$ cat src/rtl/apb_stream_mem_pkg.sv
// Shared definitions for the APB-programmable stream pattern memory:
// register offsets, control/status bit positions and the stream FSM states.
package apb_stream_mem_pkg;

    localparam logic [31:0] CTRL_OFS   = 32'h0000_0000;
    localparam logic [31:0] LEN_OFS    = 32'h0000_0004;
    localparam logic [31:0] STATUS_OFS = 32'h0000_0008;

    localparam int CTRL_START_BIT  = 0;
    localparam int CTRL_STOP_BIT   = 1;
    localparam int CTRL_LOOP_BIT   = 2;

    localparam int STATUS_BUSY_BIT = 0;
    localparam int STATUS_DONE_BIT = 1;
    localparam int STATUS_IDX_LSB  = 16;

    typedef enum logic [1:0] {
        ST_IDLE  = 2'd0,
        ST_PRIME = 2'd1,
        ST_RUN   = 2'd2
    } state_t;

endpackage

$ cat src/rtl/stream_mem_dpram.sv
// Simple dual-port pattern RAM: one synchronous write port, one registered
// read port (read-before-write on an address collision). No reset, so it
// maps onto block RAM.
module stream_mem_dpram #(
    parameter int DATA_W = 12,
    parameter int ADDR_W = 7
) (
    input  logic              clk,
    input  logic              we,
    input  logic [ADDR_W-1:0] waddr,
    input  logic [DATA_W-1:0] wdata,
    input  logic [ADDR_W-1:0] raddr,
    output logic [DATA_W-1:0] rdata
);

    logic [DATA_W-1:0] mem_r [0:(1<<ADDR_W)-1];

    // Write port
    always_ff @(posedge clk) begin
        if (we) begin
            mem_r[waddr] <= wdata;
        end
    end

    // Registered read port; a same-cycle write is seen on the following read
    always_ff @(posedge clk) begin
        rdata <= mem_r[raddr];
    end

endmodule

$ cat src/rtl/apb_stream_mem.sv
// APB-programmable pattern memory streaming DATA_W-bit words to a serial
// transmitter under a tx_en / tx_next handshake. Holds APB decode, the
// CTRL/LEN/STATUS registers and the IDLE/PRIME/RUN stream FSM.
module apb_stream_mem
    import apb_stream_mem_pkg::*;
#(
    parameter int DATA_W = 12,
    parameter int ADDR_W = 7,
    parameter int APB_AW = 12
) (
    input  logic              clk,
    input  logic              rstn,
    input  logic [31:0]       APB_S_0_paddr,
    input  logic              APB_S_0_psel,
    input  logic              APB_S_0_penable,
    input  logic              APB_S_0_pwrite,
    input  logic [31:0]       APB_S_0_pwdata,
    output logic [31:0]       APB_S_0_prdata,
    output logic              APB_S_0_pready,
    output logic              APB_S_0_pslverr,
    output logic              tx_en,
    output logic [DATA_W-1:0] tx_data,
    input  logic              tx_next,
    output logic              stream_done
);

    localparam int                LEN_W     = ADDR_W + 1;
    localparam logic [31:0]       DEPTH_W32 = 32'd1 << ADDR_W;
    localparam logic [LEN_W-1:0]  DEPTH_L   = LEN_W'(DEPTH_W32);

    state_t            state_r, state_nxt_s;
    logic [ADDR_W-1:0] idx_r, idx_nxt_s;
    logic [LEN_W-1:0]  len_r, len_eff_s;
    logic              loop_r, done_r, stream_done_r;
    logic              pready_r, pslverr_r, mem_rd_r;
    logic [31:0]       reg_rdata_r, reg_rdata_s, ofs_s;
    logic              win_s, ctrl_hit_s, len_hit_s, stat_hit_s, unmapped_s;
    logic              acc_first_s, commit_s, wr_commit_s, mem_we_s;
    logic              start_s, stop_s, busy_s, last_s, end_s, start_ok_s;
    logic [ADDR_W-1:0] mem_idx_s, raddr_s;
    logic [DATA_W-1:0] rd_data_s;
    logic              unused_s;

    assign unused_s    = ^APB_S_0_paddr[31:APB_AW];

    assign win_s       = APB_S_0_paddr[APB_AW-1];
    assign ofs_s       = 32'(APB_S_0_paddr[APB_AW-2:0]);
    assign ctrl_hit_s  = !win_s && (ofs_s == CTRL_OFS);
    assign len_hit_s   = !win_s && (ofs_s == LEN_OFS);
    assign stat_hit_s  = !win_s && (ofs_s == STATUS_OFS);
    assign unmapped_s  = !(win_s || ctrl_hit_s || len_hit_s || stat_hit_s);
    assign mem_idx_s   = APB_S_0_paddr[ADDR_W+1:2];

    // Two access-phase cycles: the first arms pready, the second completes.
    assign acc_first_s = APB_S_0_psel && APB_S_0_penable && !pready_r;
    assign commit_s    = APB_S_0_psel && APB_S_0_penable && pready_r;
    assign wr_commit_s = commit_s && APB_S_0_pwrite;
    assign mem_we_s    = wr_commit_s && win_s;

    assign start_s     = wr_commit_s && ctrl_hit_s && APB_S_0_pwdata[CTRL_START_BIT];
    assign stop_s      = wr_commit_s && ctrl_hit_s && APB_S_0_pwdata[CTRL_STOP_BIT];
    assign start_ok_s  = (state_r == ST_IDLE) && start_s && !stop_s;

    assign busy_s      = (state_r != ST_IDLE);
    assign len_eff_s   = (len_r == {LEN_W{1'b0}}) ? DEPTH_L : len_r;
    assign last_s      = ({1'b0, idx_r} == (len_eff_s - LEN_W'(1)));

    // The stream owns the read port while busy so the next word is
    // fetched in the same cycle the index advances.
    assign raddr_s     = busy_s ? idx_nxt_s : mem_idx_s;

    stream_mem_dpram #(
        .DATA_W (DATA_W),
        .ADDR_W (ADDR_W)
    ) u_ram (
        .clk   (clk),
        .we    (mem_we_s),
        .waddr (mem_idx_s),
        .wdata (APB_S_0_pwdata[DATA_W-1:0]),
        .raddr (raddr_s),
        .rdata (rd_data_s)
    );

    // Register read mux (memory reads come straight from the RAM output)
    always_comb begin
        reg_rdata_s = 32'd0;
        if (ctrl_hit_s) begin
            reg_rdata_s[CTRL_LOOP_BIT] = loop_r;
        end else if (len_hit_s) begin
            reg_rdata_s[LEN_W-1:0] = len_r;
        end else if (stat_hit_s) begin
            reg_rdata_s[STATUS_BUSY_BIT]              = busy_s;
            reg_rdata_s[STATUS_DONE_BIT]              = done_r;
            reg_rdata_s[STATUS_IDX_LSB +: ADDR_W]     = idx_r;
        end else begin
            reg_rdata_s = 32'd0;
        end
    end

    // Stream FSM next-state and index advance; STOP beats tx_next
    always_comb begin
        state_nxt_s = state_r;
        idx_nxt_s   = idx_r;
        end_s       = 1'b0;
        case (state_r)
            ST_IDLE: begin
                if (start_ok_s) begin
                    state_nxt_s = ST_PRIME;
                    idx_nxt_s   = {ADDR_W{1'b0}};
                end else begin
                    state_nxt_s = ST_IDLE;
                end
            end
            ST_PRIME: begin
                if (stop_s) begin
                    state_nxt_s = ST_IDLE;
                end else begin
                    state_nxt_s = ST_RUN;
                end
            end
            ST_RUN: begin
                if (stop_s) begin
                    state_nxt_s = ST_IDLE;
                end else if (tx_next) begin
                    if (last_s) begin
                        idx_nxt_s = {ADDR_W{1'b0}};
                        if (!loop_r) begin
                            state_nxt_s = ST_IDLE;
                            end_s       = 1'b1;
                        end else begin
                            state_nxt_s = ST_RUN;
                        end
                    end else begin
                        idx_nxt_s = idx_r + ADDR_W'(1);
                    end
                end else begin
                    state_nxt_s = ST_RUN;
                end
            end
            default: begin
                state_nxt_s = ST_IDLE;
                idx_nxt_s   = {ADDR_W{1'b0}};
            end
        endcase
    end

    // APB handshake and registered response for the completing cycle
    always_ff @(posedge clk or negedge rstn) begin
        if (!rstn) begin
            pready_r    <= 1'b0;
            pslverr_r   <= 1'b0;
            mem_rd_r    <= 1'b0;
            reg_rdata_r <= 32'd0;
        end else begin
            pready_r    <= acc_first_s;
            pslverr_r   <= acc_first_s && (unmapped_s || (win_s && !APB_S_0_pwrite && busy_s));
            mem_rd_r    <= acc_first_s && win_s && !APB_S_0_pwrite && !busy_s;
            reg_rdata_r <= (acc_first_s && !APB_S_0_pwrite && !win_s) ? reg_rdata_s : 32'd0;
        end
    end

    // LEN (saturating at DEPTH) and LOOP configuration registers
    always_ff @(posedge clk or negedge rstn) begin
        if (!rstn) begin
            len_r  <= {LEN_W{1'b0}};
            loop_r <= 1'b0;
        end else begin
            if (wr_commit_s && len_hit_s) begin
                len_r <= (APB_S_0_pwdata > DEPTH_W32) ? DEPTH_L : APB_S_0_pwdata[LEN_W-1:0];
            end
            if (wr_commit_s && ctrl_hit_s) begin
                loop_r <= APB_S_0_pwdata[CTRL_LOOP_BIT];
            end
        end
    end

    // FSM state, stream index, sticky DONE and the completion pulse
    always_ff @(posedge clk or negedge rstn) begin
        if (!rstn) begin
            state_r       <= ST_IDLE;
            idx_r         <= {ADDR_W{1'b0}};
            done_r        <= 1'b0;
            stream_done_r <= 1'b0;
        end else begin
            state_r       <= state_nxt_s;
            idx_r         <= idx_nxt_s;
            stream_done_r <= end_s;
            if (end_s) begin
                done_r <= 1'b1;
            end else if (start_ok_s) begin
                done_r <= 1'b0;
            end else if (wr_commit_s && stat_hit_s && APB_S_0_pwdata[STATUS_DONE_BIT]) begin
                done_r <= 1'b0;
            end
        end
    end

    assign APB_S_0_pready  = pready_r;
    assign APB_S_0_pslverr = pslverr_r;
    assign APB_S_0_prdata  = mem_rd_r ? 32'(rd_data_s) : reg_rdata_r;
    assign tx_en           = (state_r == ST_RUN);
    assign tx_data         = (state_r == ST_RUN) ? rd_data_s : {DATA_W{1'b0}};
    assign stream_done     = stream_done_r;

endmodule

$ cat config.mk
export PLATFORM = sky130hd
export DESIGN_NAME = apb_stream_mem
export DESIGN_NICKNAME = d
export VERILOG_FILES = /design/src/rtl/apb_stream_mem_pkg.sv /design/src/rtl/stream_mem_dpram.sv /design/src/rtl/apb_stream_mem.sv
export SDC_FILE = /design/constraint.sdc
export NUM_CORES = 2
export LEC_CHECK = 0
export CORE_ASPECT_RATIO = 0.75
export CORE_MARGIN = 2
export CORE_UTILIZATION = 40
export DETAILED_ROUTE_END_ITERATION = 12
export PLACE_DENSITY = 0.63
export SLEW_MARGIN = 10
export SYNTH_ARGS = -nofsm -noshare
export SYNTH_HDL_FRONTEND = slang
export SYNTH_SLANG_ARGS = --single-unit
$ cat constraint.sdc
create_clock -name clk -period 9.29 [get_ports clk]
set_input_delay 1.858 -clock clk [delete_from_list [all_inputs] [get_ports clk]]
set_output_delay 1.858 -clock clk [all_outputs]
set_load 0.02 [all_outputs]
==> impl.org <==
** Setup path
- STA classifies the critical path endpoint as a flop.
- For flop-to-flop paths, the worst setup slack is 3500 ps.
- The largest single stage delay on the critical path is 900 ps.
- Logic depth of the worst register-to-register path :: 14
- Crit-path cells :: clkdlybuf4s50_1, nor2_1, nand2_1, buf_4, nor4_4, nand2b_1, a31o_2, a21o_4, buf_12, nand2_1, nand3_1, a21oi_1, or4_1, o21ai_0, and4_1
- Max FO, Critical Path :: 95
- Data arrival time of the worst path :: 7980 ps
- In this run the critical register-to-register path is captured at u_ram.rdata[5].
- Among all stages on the critical path, the largest delay is contributed by clkdlybuf4s50_1.
- Critical path's top delay family :: simple AND/OR/NAND/NOR gates
- Most Frequent Cell on Critical Path :: nand2_1
- The worst setup path is launched from a primary input.
- Required @ worst endpoint :: 10,010 ps
- The critical path is of the in -> reg type.
- The number of buffers and inverters on the critical path is 3.
- FF-to-FF Start :: len_r[0]

** Synth
- Synthesis produced a netlist whose cell count is 4,504.
- Post-Synth Adder-Cell Area :: 0.000592
- The synthesized-area fraction occupied by ao, oa, aoi and oai cells is 0.0736.
- Proportion of synthesized flip-flops having asynchronous set or reset :: 0.0240
- By area, the combinational part of the netlist is dominated by simple AND/OR/NAND/NOR gates.
- edfxtp_1 takes more of the synthesized area than any other cell.
- After synthesis, the share of cell area in mux cells is 0.0385.
- Synth Area per Inst :: approximately 14 sq um
- Fraction of post-synthesis cell area in the top cell type by area :: 0.728
- Post-synth design cell area :: 63,400 sq um
- Post-synth top flop :: edfxtp_1
- In this run, synthesis produced a sequential element count of approximately 1,600.
- Synthesis instantiated 66 different standard cells from the library.
- Of the total synthesized cell area, the portion taken by XOR and XNOR cells is 0.000967.
- Area contributors post-synth :: edfxtp_1 (73%), nand2_1 (5.8%), a21oi_1 (2.4%)
- Number of warnings issued by yosys :: 0
- Register area share after synthesis :: 0.746
- Counting flops with a built-in enable in the synthesized netlist gives 1,536.
- Of the total synthesized cell area, the portion taken by AND, OR, NAND and NOR gates is 0.115.

** CTS
- H-tree level count :: 4
- Once the clock tree was built, the resizer swapped 0 gates to a different size.
- TritonCTS built the clock tree.
- TritonCTS created between 100 and 150 clock buffers.
- The longest clock path from root to sink contains 3 buffers.
- Sinks on Clock Net :: about 1,600
- Post-CTS Hold Fix Bufs :: 0
- Buffer cell driving the clock tree root :: clkbuf_16
- Clock-pin slew was measured on the worst setup and hold paths at 70 ps.
- Setup Buffers After CTS :: 0
- The clock reaches the later pin of the worst-skew pair after 780 ps.

** Power
- Leak :: 23.8 nW
- IR analysis of the VDD net gives a maximum drop of 205 uV.
- Ratio of total power to cell area :: 255 nW/um^2

** Timing
- Measured slew at the worst slew-check pin :: 1260 ps
- Skew final :: 28.9 ps
- The final count of hold timing violations was 0.
- Of the available clock period, the critical path in the final layout requires 0.781.
- Adding up every negative setup slack in the final design gives 0 ps.
- Final min period :: 7260 ps
- Setup-violating endpoint count in the final report :: 0
- The tightest hold path in the finished design has a slack of about 530 ps.
- In this run the tightest slew margin relative to its limit is 0.159.
- Setup repair after global routing left no endpoint under its margin.
- Max-slew violation count :: 0
- F_max :: 138 MHz

** Floorplanning
- Die Y :: 349 um
- Std-Cell Core Area :: 157,000 sq um
- For this design the top-level I/O count stands at 118.
- The floorplan step defined a die boundary enclosing ~160,000 sq um.
- For this configuration, the core starts out at a cell density of 0.403.
- Row generation in the floorplan step produced ~130 rows.
- Die Span X :: 464 um

** Global routing
- Largest net degree at the start of global routing :: 113
- Grt total ovfl :: 0
- The number of antenna violations at the first check in global routing was 10.
- Vias in the first global route :: roughly 36,000
- The first global-routing pass estimated 248,000 um of wire.
- Total global routing track utilization :: 0.206

** Worst hold path
- Class of the tightest hold or removal check :: reg -> reg
- The worst hold path begins at done_r.
- Hold path cells :: 2
- Terminating pin of the worst hold path :: done_r

** Routing
- Via density per instance :: 5.70
- First-pass iteration count of the detailed router :: 6
- Drt wl/cell :: approximately 25 um
- DRC viols :: 0
- ANT nets after route :: 0
- The routed layout has approximately 40,000 vias.
- First-iteration detailed-routing DRC count :: 5,316
- The routed design has 171,000 um of wire.

** Final layout
- Fraction of layout instances using a drive strength above 1 :: 0.0993
- Compared with the post-synthesis result, the final layout area differs by 12.7%.
- Antenna cell count :: 0
- Number of nets in the layout :: 4,661
- At the end of the flow the core is filled with cells to 0.454.
- Fill cells :: 13,700

** Placed design
- Total of buffers placed on input and output ports :: 84
- Routability-driven placement finished with a final weighted congestion of approximately 0.89.
- Detailed placement finished with a half-perimeter wire length of 99,500 um.

** Job
- Count of max-cap constraint violations :: 0

** Run status
- The run finished with clean final reports.
through the flow:
step	instances	power [W]	area [sq um]	setup WS, ps
floorplan	4516	0.0107	63400	4020
global route	6815	0.0188	71400	1890
detailed placement	6553	0.0125	66900	1380
global placement	6553	0.0124	66900	1370
CTS	6815	0.0182	71400	2200
finish	6815	0.0182	71400	2030
worst max-delay path by stage:
stage | startpoint | end | slack [ps] | cells past startpoint
final | APB_S_0_paddr[7] | u_ram.rdata[6] | 2030 | 15
after global routing | APB_S_0_paddr[7] | u_ram.rdata[1] | 1890 | 15
after CTS | APB_S_0_paddr[7] | u_ram.rdata[2] | 2200 | 15
after detailed placement | APB_S_0_paddr[7] | u_ram.rdata[2] | 1380 | 15
after global placement | APB_S_0_paddr[7] | u_ram.rdata[3] | 1370 | 15
after floorplan | APB_S_0_paddr[4] | u_ram.rdata[8] | 4020 | 17
cell type report:
| cell class | count | area [sq um] | share of cell area |
|---|---|---|---|
| clock buffer | 185 | 3970 | 0.0555 |
| multi-input combinational | 2603 | 14600 | 0.205 |
| sequential | 1586 | 47300 | 0.662 |
| timing repair buffer | 243 | 2260 | 0.0317 |
| inverter | 9 | 33.8 | 0.000473 |
| clock inverter | 77 | 568 | 0.00795 |
| tap | 2112 | 2640 | 0.0370 |
kinds of logic after synthesis:
kind of cell	after synthesis
simple gates	1667
fa+ha+maj	3
mux	174
xor+xnor	7
other cells	1
flops	1586
compound gates	739
buf+inv	327
Yosys cell counts, types with 2 or more instances:
cell,n
nand2b_1,7
clkbuf_1,111
nand3b_1,2
a32oi_1,2
a2111oi_0,2
mux2i_1,110
buf_4,36
buf_6,8
and3_1,93
nand3_1,215
nand4_1,9
nor2b_1,21
or3_1,17
o21ai_0,41
ha_1,3
edfxtp_1,1536
and4_1,12
buf_2,129
and2_1,31
o311ai_0,2
or4_1,37
a21oi_1,298
nor2_1,217
a221oi_1,94
mux4_2,55
a211oi_1,49
xnor2_1,6
dfxtp_1,12
o31ai_1,24
o21ai_1,5
o22ai_1,58
nand2_1,975
nor4_1,12
nor3_1,11
a21o_1,2
mux2_2,9
o31a_1,2
a22o_1,7
inv_1,9
buf_1,33
a22oi_1,47
a31oi_1,94
dfrtp_1,38
power breakdown:
part           total (W)  internal [W]  switching (W)
Sequential       0.00798       0.00788      0.0000939
Clock            0.00580       0.00317        0.00263
Combinational    0.00442       0.00138        0.00304
cell usage in the layout (no fill, tap or decap), types with 41 or more instances in the layout:
master / Yosys / routed
a22oi_1: 47 / 47
a221oi_1: 94 / 94
clkbuf_16: 0 / 152
mux2i_1: 110 / 110
edfxtp_1: 1536 / 1536
buf_4: 36 / 150
nand2_1: 975 / 975
clkdlybuf4s50_1: 0 / 71
mux4_2: 55 / 55
o21ai_0: 41 / 41
a21oi_1: 298 / 298
a211oi_1: 49 / 49
nand3_1: 215 / 213
a31oi_1: 94 / 94
nor2_1: 217 / 201
and3_1: 93 / 93
o22ai_1: 58 / 58
layer usage:
layer,global-route usage,routed length (um),vias to the layer above
met4,0.0511,3080,2
li1,-,-,17100
met5,0,13,-
met1,0.316,74900,19600
met3,0.0405,17800,195
met2,0.300,74900,1889
worst min-delay path: stages (launching register included):
cell and delay, ps:
dfrtp_1 380, nand2_1 60, o21bai_1 50
registers in the layout (all words and copies together) (netlist names), 2 cells and up:
signal and flops:
idx_r 7, state_r 2, u_ram.rdata 12, len_r 8, u_ram.mem_r 1536, reg_rdata_r 15
Note: power is estimated with default switching activity, not from simulation.
